[config.mk]
export PLATFORM = sky130hd
export DESIGN_NAME = muldiv_unit
export DESIGN_NICKNAME = d
export VERILOG_FILES = /design/src/rtl/muldiv_pkg.sv /design/src/rtl/muldiv_mstep.sv /design/src/rtl/muldiv_unit.sv
export SDC_FILE = /design/constraint.sdc
export NUM_CORES = 1
export LEC_CHECK = 0
export CORE_MARGIN = 2
export CORE_UTILIZATION = 47
export DETAILED_ROUTE_END_ITERATION = 10
export PLACE_DENSITY = 0.69
export REMOVE_ABC_BUFFERS = 1
export SLEW_MARGIN = 20
export SYNTH_ARGS = -nofsm -noshare
export SYNTH_HDL_FRONTEND = slang
export SYNTH_SLANG_ARGS = --single-unit
[constraint.sdc]
create_clock -name clk -period 6.32 [get_ports clk]
set_input_delay 1.264 -clock clk [delete_from_list [all_inputs] [get_ports clk]]
set_output_delay 1.264 -clock clk [all_outputs]
set_load 0.005 [all_outputs]
[src/rtl/muldiv_pkg.sv]
// rtl/muldiv_pkg.sv - shared encodings for the multi-cycle multiply/divide unit
package muldiv_pkg;
    localparam logic [1:0] MD_MULU = 2'd0;
    localparam logic [1:0] MD_MULS = 2'd1;
    localparam logic [1:0] MD_DIVU = 2'd2;
    localparam logic [1:0] MD_DIVS = 2'd3;

    typedef enum logic [1:0] {
        MD_IDLE    = 2'd0,
        MD_RUN_MUL = 2'd1,
        MD_RUN_DIV = 2'd2
    } md_state_e;

    function automatic int md_cnt_width(input int rv);
        return $clog2(rv);
    endfunction
endpackage

[src/rtl/muldiv_mstep.sv]
// rtl/muldiv_mstep.sv - one multiply iteration: shift accumulator, add digit * |b|
module muldiv_mstep #(
    parameter int RV    = 32,
    parameter int MBITS = 1
) (
    input  logic [2*RV-1:0]  acc_i,
    input  logic [MBITS-1:0] digit_i,
    input  logic [RV-1:0]    bmag_i,
    output logic [2*RV-1:0]  acc_o
);
    logic [RV+MBITS-1:0] pp;

    assign pp    = {{RV{1'b0}}, digit_i} * {{MBITS{1'b0}}, bmag_i};
    assign acc_o = (acc_i << MBITS) + {{(RV-MBITS){1'b0}}, pp};
endmodule

[src/rtl/muldiv_unit.sv]
// rtl/muldiv_unit.sv - multi-cycle multiply / restoring divide with abort and hi/lo results
module muldiv_unit
    import muldiv_pkg::*;
#(
    parameter int RV    = 32,
    parameter int MBITS = 1,
    parameter int DIV   = 1
) (
    input  logic          clk,
    input  logic          reset,
    input  logic          start,
    input  logic [1:0]    op,
    input  logic [RV-1:0] a,
    input  logic [RV-1:0] b,
    input  logic          abort,
    input  logic          hi_we,
    input  logic [RV-1:0] hi_wdata,
    output logic          busy,
    output logic          done,
    output logic [RV-1:0] lo,
    output logic [RV-1:0] hi
);
    localparam int            CW       = md_cnt_width(RV);
    localparam logic [CW-1:0] MUL_LAST = CW'(RV / MBITS - 1);
    localparam logic [CW-1:0] DIV_LAST = CW'(RV - 1);
    localparam logic [RV-1:0] MOST_NEG = {1'b1, {(RV-1){1'b0}}};

    md_state_e       state_q;
    logic            busy_q, done_q, neg_q, rneg_q;
    logic [CW-1:0]   cnt_q;
    logic [RV-1:0]   lo_q, hi_q, opa_q, opb_q, rem_q;
    logic [2*RV-1:0] acc_q;

    logic            is_div, is_signed, a_neg, b_neg, accept, special, fits;
    logic [RV-1:0]   a_abs, b_abs, spec_lo, spec_hi;
    logic [RV-1:0]   rem_d, quo_d, quo_fin, rem_fin;
    logic [RV:0]     rem_sh, rem_sub;
    logic [2*RV-1:0] acc_d, mul_res;

    assign is_div    = (op == MD_DIVU) || (op == MD_DIVS);
    assign is_signed = (op == MD_MULS) || (op == MD_DIVS);
    assign a_neg     = is_signed && a[RV-1];
    assign b_neg     = is_signed && b[RV-1];
    assign a_abs     = a_neg ? -a : a;
    assign b_abs     = b_neg ? -b : b;
    assign accept    = start && !busy_q && !abort;

    always_comb begin
        special = 1'b0;
        spec_lo = '0;
        spec_hi = '0;
        if (is_div) begin
            if (DIV == 0) begin
                special = 1'b1;
            end else if (b == '0) begin
                special = 1'b1;
                spec_lo = '1;
                spec_hi = a;
            end else if (is_signed && a == MOST_NEG && b == '1) begin
                special = 1'b1;
                spec_lo = MOST_NEG;
            end
        end
    end

    muldiv_mstep #(.RV(RV), .MBITS(MBITS)) u_mstep (
        .acc_i   (acc_q),
        .digit_i (opa_q[RV-1 -: MBITS]),
        .bmag_i  (opb_q),
        .acc_o   (acc_d)
    );
    assign mul_res = neg_q ? -acc_d : acc_d;

    // Dividend bits shift out of opa_q MSB-first while quotient bits shift in at the LSB.
    assign rem_sh  = {rem_q, opa_q[RV-1]};
    assign rem_sub = rem_sh - {1'b0, opb_q};
    assign fits    = ~rem_sub[RV];
    assign rem_d   = fits ? rem_sub[RV-1:0] : rem_sh[RV-1:0];
    assign quo_d   = {opa_q[RV-2:0], fits};
    assign quo_fin = neg_q ? -quo_d : quo_d;
    assign rem_fin = rneg_q ? -rem_d : rem_d;

    always_ff @(posedge clk) begin
        if (reset) begin
            state_q <= MD_IDLE;
            busy_q  <= 1'b0;
            done_q  <= 1'b0;
            cnt_q   <= '0;
            lo_q    <= '0;
            hi_q    <= '0;
            opa_q   <= '0;
            opb_q   <= '0;
            rem_q   <= '0;
            acc_q   <= '0;
            neg_q   <= 1'b0;
            rneg_q  <= 1'b0;
        end else begin
            done_q <= 1'b0;
            case (state_q)
                MD_IDLE: begin
                    if (accept) begin
                        if (special) begin
                            done_q <= 1'b1;
                            lo_q   <= spec_lo;
                            hi_q   <= spec_hi;
                        end else begin
                            busy_q  <= 1'b1;
                            state_q <= is_div ? MD_RUN_DIV : MD_RUN_MUL;
                            cnt_q   <= is_div ? DIV_LAST : MUL_LAST;
                            opa_q   <= a_abs;
                            opb_q   <= b_abs;
                            acc_q   <= '0;
                            rem_q   <= '0;
                            neg_q   <= a_neg ^ b_neg;
                            rneg_q  <= a_neg;
                        end
                    end else if (hi_we && !start && !done_q) begin
                        hi_q <= hi_wdata;
                    end
                end
                MD_RUN_MUL: begin
                    if (abort) begin
                        state_q <= MD_IDLE;
                        busy_q  <= 1'b0;
                    end else begin
                        acc_q <= acc_d;
                        opa_q <= opa_q << MBITS;
                        if (cnt_q == '0) begin
                            state_q      <= MD_IDLE;
                            busy_q       <= 1'b0;
                            done_q       <= 1'b1;
                            {hi_q, lo_q} <= mul_res;
                        end else begin
                            cnt_q <= cnt_q - 1'b1;
                        end
                    end
                end
                MD_RUN_DIV: begin
                    if (abort) begin
                        state_q <= MD_IDLE;
                        busy_q  <= 1'b0;
                    end else begin
                        rem_q <= rem_d;
                        opa_q <= quo_d;
                        if (cnt_q == '0) begin
                            state_q <= MD_IDLE;
                            busy_q  <= 1'b0;
                            done_q  <= 1'b1;
                            lo_q    <= quo_fin;
                            hi_q    <= rem_fin;
                        end else begin
                            cnt_q <= cnt_q - 1'b1;
                        end
                    end
                end
                default: begin
                    state_q <= MD_IDLE;
                    busy_q  <= 1'b0;
                end
            endcase
        end
    end

    assign busy = busy_q;
    assign done = done_q;
    assign lo   = lo_q;
    assign hi   = hi_q;
endmodule

; ---- Yosys cells after proc, flatten, opt, wreduce, memory -nomap -nowiden
; Cells that the tools add are included.
[totals]
elab_cells = 136
register_bits = 234
input_bits = 103
[classes]
n_addsub = 8
multipliers = 1
n_eq_ne = 19
n_bitwise = 3
reduce_logical = 30
n_mux = 63
[op_table]
columns = cell, n
row1 = 32-bit two-way mux, 30
row2 = 32-bit one-hot mux with 3 select lines, 3
row3 = 63-bit two-way mux, 3
row4 = 32-bit negation, 4
row5 = 63-bit one-hot mux with 2 select lines, 1
row6 = 64-bit by 33-bit adder with 64-bit output, 1
row7 = "32-bit == test, second input constant", 2
row8 = 64-bit two-way mux, 1
row9 = 64-bit negation, 1
row10 = 32-bit one-hot mux with 2 select lines, 1
row11 = 1-bit by 32-bit multiplier with 33-bit output, 1
row12 = 33-bit by 32-bit subtractor with 33-bit output, 1
row13 = 32-bit logical NOT, 1
row14 = 5-bit two-way mux, 4
row15 = "2-bit inequality test, second input constant", 9
row16 = 7-bit AND reduction, 2
row17 = 1-bit two-way mux, 11
row18 = 2-bit two-way mux, 5
row19 = 5-bit one-hot mux with 2 select lines, 1
row20 = 5-bit AND reduction, 2
row21 = 1-bit logical AND, 8
row22 = 4-bit AND reduction, 2
row23 = "2-bit == test, second input constant", 3
row24 = "3-bit inequality test, second input constant", 2
row25 = 15 further kinds, 25

; ---- Depth between registers and ports, before layout
[depth]
word_depth = 10
mapped_depth = 27

; ---- By module
; From an unflattened synthesis, not the netlist that was laid out.
[hier_totals]
hier_cells = 2602
area_unflattened_um2 = 19307.3
[by_module_without_submodules]
columns = module, n_inst, area_each_um2, cells_per_inst
row1 = muldiv_unit, 1, 16457.0, 2198
row2 = muldiv_mstep, 1, 2850.2, 404

; ---- Worst setup path before layout
; No wires, ideal clock.
[synth_timing]
path_kind = register to register
start = register opa_q[31]
end = register hi_q[28], in the netlist hi[28]
arrival_ps = 6234
stages_incl_launch_ff = 26
t_required_ps = 6195
path_buffers = 4
synth_period_minus_slack_ps = 6359
path_slack_ps = -39
cell_sequence = dfxtp_1 inv_1 clkbuf_1 ha_1 inv_1 fa_1 a211oi_1 o31ai_1 o21ai_0 a211oi_2 o21a_1 clkbuf_1 nor2_4 buf_2 buf_1 mux2i_1 ha_1 or4bb_1 or4_1 nor3_1 o22ai_1 nor4_4 a41oi_1 xnor2_1 a211oi_1 a211oi_1
[synth_between]
elab_chain_cells = 7
word_cells_on_any_way = 13
[synth_rtl]
columns = element, line_no
row1 = start: declaration, muldiv_unit.sv:31  ; logic [RV-1:0] lo_q, hi_q, opa_q, opb_q, rem_q;
row2 = start signal: assignment, muldiv_unit.sv:110  ; opa_q <= a_abs;
row3 = start signal: assignment, muldiv_unit.sv:127  ; opa_q <= opa_q << MBITS;
row4 = start signal: assignment, muldiv_unit.sv:144  ; opa_q <= quo_d;
row5 = 1-bit by 32-bit multiplier with 33-bit output or 33-bit by 32-bit subtractor with 33-bit output (tied branches), "muldiv_mstep.sv:13, muldiv_unit.sv:76"
row6 = 64-bit by 33-bit adder with 64-bit output or 32-bit two-way mux (tied branches), "muldiv_mstep.sv:14, muldiv_unit.sv:78"
row7 = 64-bit negation or 32-bit negation (tied branches), "muldiv_unit.sv:72, muldiv_unit.sv:81"
row8 = 64-bit two-way mux or 32-bit two-way mux (tied branches), "muldiv_unit.sv:72, muldiv_unit.sv:81"
row9 = "32-bit two-way mux, on equally long branches", "muldiv_unit.sv:128, muldiv_unit.sv:145"
row10 = "32-bit two-way mux, on equally long branches", "muldiv_unit.sv:122, muldiv_unit.sv:139"
row11 = 32-bit one-hot mux with 3 select lines *, muldiv_unit.sv:99  ; case (state_q)
row12 = end signal: assignment, muldiv_unit.sv:105  ; hi_q <= spec_hi;
row13 = end signal: assignment, muldiv_unit.sv:118  ; hi_q <= hi_wdata;
row14 = end signal: assignment, muldiv_unit.sv:132  ; {hi_q, lo_q} <= mul_res;
row15 = end: declaration, muldiv_unit.sv:31
; Mark *: on every way between the ends. The rest lies on a longest branch, timed or not. The select of a mux whose other input is x is not followed.
; A chain may end at the register's enable or synchronous reset.

; ---- Worst setup path in the final report
[layout_timing]
start = register opa_q[31]
end = register hi_q[30], in the netlist hi[30]
; The elaborated chain is that of the path after synthesis.

==> impl_metrics.csv <==
group,metric,value,unit
timing,fin_tns_setup,0,ns
worst_setup_path,r2r-start,"opa_q[31]$_SDFFE_PP0P_",
worst_setup_path,endpoint,"hi[30]$_SDFFE_PP0P_",
placement,place.gp.congestion,0.956,
final_layout,postLayoutCellArea,23300,sq um
worst_setup_path,reg2reg_to,"hi[30]$_SDFFE_PP0P_",
drt,via_count,22700,
worst_setup_path,rr_worst_depth,18,
final_layout,fillers,3989,
pwr,ir_drop,0.197,mV
timing,finClkSkew,0.0115,ns
drt,routedWlPerCell,25.0,microns
cts,cts_max_path_buffers,3,
floorplanning,start_util,0.477,
worst_setup_path,worstPathArrival,6.52,ns
cts,numCtsBuffers,29,
drt,ant_nets,0,
outcome,status,"completed",
drt,via_per_inst,6.62,
flow_run,max_cap_viol_count,0,
final_layout,area_growth,16.4,%
cts,cts_tree,"done",
worst_setup_path,rrSetupSlack,0.24,ns
cts,cts_sinks,234,
drt,drcViolationCount,0,
worst_setup_path,required,6.76,ns
timing,slew_violations,0,
timing,holdWs,0.455,ns
pwr,power,4.65,mW
logic_synthesis,synth_edf_count,0,
timing,finalCritPeriodShare,0.962,
worst_setup_path,cp_max_fo,30,
worst_setup_path,end_kind,"register",
global_route,grt.total_usage,0.377,
timing,finalHoldViolCount,0,
floorplanning,rows,75,
worst_setup_path,start_kind,"register",
timing,max_freq,0.165,GHz
cts,cts.root.buffer_cell,"clkbuf_16",
pwr,p_leak,8.60,nW
floorplanning,die_h,210,microns
timing,post-route-min-period,6.08,ns
drt,finalWirelength,86000,microns
cts,htreeDepth,1,
global_route,grt_first_pass_wirelength,129000,microns
worst_setup_path,path_class,"reg -> reg",
worst_setup_path,cp-startpoint,"opa_q[31]$_SDFFE_PP0P_",
logic_synthesis,netlist_instances,2778,
drt,drtIter0Drc,3018,
global_route,antenna_found_initial,3,
logic_synthesis,ys_seq_area_frac,0.234,
drt,drtPass1Iterations,6,
logic_synthesis,syn_avg_cell_area,7.20,sq um
placement,placed_area,22300,sq um
timing,setup_violations,0,
global_route,grt_max_degree,94,
cts,ctsHoldBuffers,0,
global_route,overflow,0,
placement,hpwl,65700,microns
final_layout,most-common-layout-cells,"381 x nor2_1, 264 x nand2_1, 233 x dfxtp_1",
logic_synthesis,ys_warn_count,0,
final_layout,final_nets,3056,
timing,worstMarginPinSlew,1.21,ns
hold_path,hp-class,"reg -> reg",
logic_synthesis,synth-seq-cells,234,
logic_synthesis,ys_async_sr_fraction,0,
logic_synthesis,synth_ff_type,"dfxtp_1",
final_layout,final_common_cell,"nor2_1",
placement,port_buffers,168,
floorplanning,die_w,210,microns
floorplanning,io_pins,169,
global_route,grt_pass1_vias,21000,
logic_synthesis,yosysUniqueCellTypes,95,
final_layout,drive_gt1_frac,0.0646,
timing,rsz0062_at_grt,"no",
timing,slew_headroom,0.189,
cts,clk_latency,0.58,ns
floorplanning,dieArea,44200,sq um
cts,clkTransAtPathRegs,0.06,ns
floorplanning,core,41900,sq um
logic_synthesis,synth_area,20000,sq um
pwr,p_per_area,200,nW/um^2
## area by class of cell
type                            instances  area [sq um]  area share
Inverter                               75           282      0.0121
Sequential cell                       234          4690       0.201
Clock inverter                         13           103     0.00441
Clock buffer                           38           820      0.0352
Antenna cell                            2          5.00    0.000215
Tap cell                              539           674      0.0290
Timing Repair Buffer                  250          2340       0.100
Multi-Input combinational cell       2286         14400       0.618
## synth_stat cells, drive strengths merged, types with 7 or more instances
cell type	instances	area, sq um
and3	24	150
or2	10	62.6
o21a	20	150
dfxtp	234	4680
o21ai	180	908
nand2b	22	138
a2111oi	10	88.8
nor4	35	255
o41ai	17	156
a221o	26	260
nand2	265	995
nor3	50	255
buf	22	114
or4	26	199
ha	75	938
o31a	9	78.8
a22oi	47	353
nand3	79	395
a221oi	30	280
a211oi	82	626
a31oi	63	394
o32ai	9	78.8
or3	38	243
xor2	95	832
nor2b	7	43.8
o2111ai	10	87.6
o31ai	37	278
nand4	44	275
o211ai	21	158
xnor2	136	1200
a21oi	223	1150
and4	8	70.1
inv	75	282
nor2	384	1450
and2	30	190
mux2i	43	430
a21o	28	210
clkbuf	161	604
## timing repair
action | CTS | global route
gates resized for setup | 0 | 1
buffers inserted | 0 | 1
endpoints found under the setup margin | 0 | 2
## power breakdown
group	switching (mW)	internal, mW	leakage, nW	total [mW]
clock	0.719	0.947	0.458	1.67
combinational	0.839	0.499	6.23	1.34
sequential	0.0848	1.56	1.91	1.64
## critical path: stages, from the launching register on
cell and delay [ns]:
dfxtp_1 0.33, inv_1 0.06, buf_4 0.23, nor2_1 0.43
ha_1 0.31, a21oi_1 0.15, o21ai_0 0.40, a221oi_1 0.18
buf_4 0.19, a211oi_1 0.99, o211ai_1 0.30, xor2_1 0.36
and2_1 0.17, nand4_1 0.23, buf_4 0.24, or3_1 0.50
o21ai_0 0.24, mux2i_1 0.47, a31oi_1 0.14
## through the flow
step	util	std cells	setup slack, ns
2_1_floorplan	-	2595	-0.855
3_3_place_gp	0.532	3383	0.130
3_5_place_dp	0.532	3383	0.150
4_1_cts	0.554	3434	0.347
5_1_grt	0.555	3435	0.00851
6_report	0.555	3437	0.241
## flip-flops by register name (all words and copies together), names as in the netlist, 2 cells and up
register	cells
opa_q	32
cnt_q	5
hi	32
acc_q	63
rem_q	32
state_q	2
opb_q	32
lo	32
## worst min-delay path by stage
stage | cells after the start | startpoint | endpoint
floorplan | 2 | opb_q[22]$_SDFFE_PP0P_ | opb_q[22]$_SDFFE_PP0P_
global placement | 2 | opb_q[31]$_SDFFE_PP0P_ | opb_q[31]$_SDFFE_PP0P_
detailed placement | 2 | opb_q[22]$_SDFFE_PP0P_ | opb_q[22]$_SDFFE_PP0P_
CTS | 2 | opb_q[22]$_SDFFE_PP0P_ | opb_q[22]$_SDFFE_PP0P_
global route | 2 | opb_q[30]$_SDFFE_PP0P_ | opb_q[30]$_SDFFE_PP0P_
finish | 2 | opb_q[30]$_SDFFE_PP0P_ | opb_q[30]$_SDFFE_PP0P_
## per-layer routing
metal	track usage	part of all wire	vias up
li1	-	-	10400
met1	0.531	0.44	10800
met2	0.575	0.42	1284
met3	0.0770	0.11	187
met4	0.122	0.036	0
met5	0	0	-
## cell families (layout without fill, tap and decap cells)
family,Yosys count,in the layout,synth area share
AO/OA/AOI/OAI,884,884,0.295
flip-flops,234,234,0.234
AND/OR/NAND/NOR,1048,1048,0.247
other,0,2,0
adder cells (fa/ha/maj),77,77,0.0489
XOR/XNOR,231,231,0.102
buffers and inverters,258,376,0.0500
multiplexers,46,46,0.0232
Power figures use the tool's default switching activity.
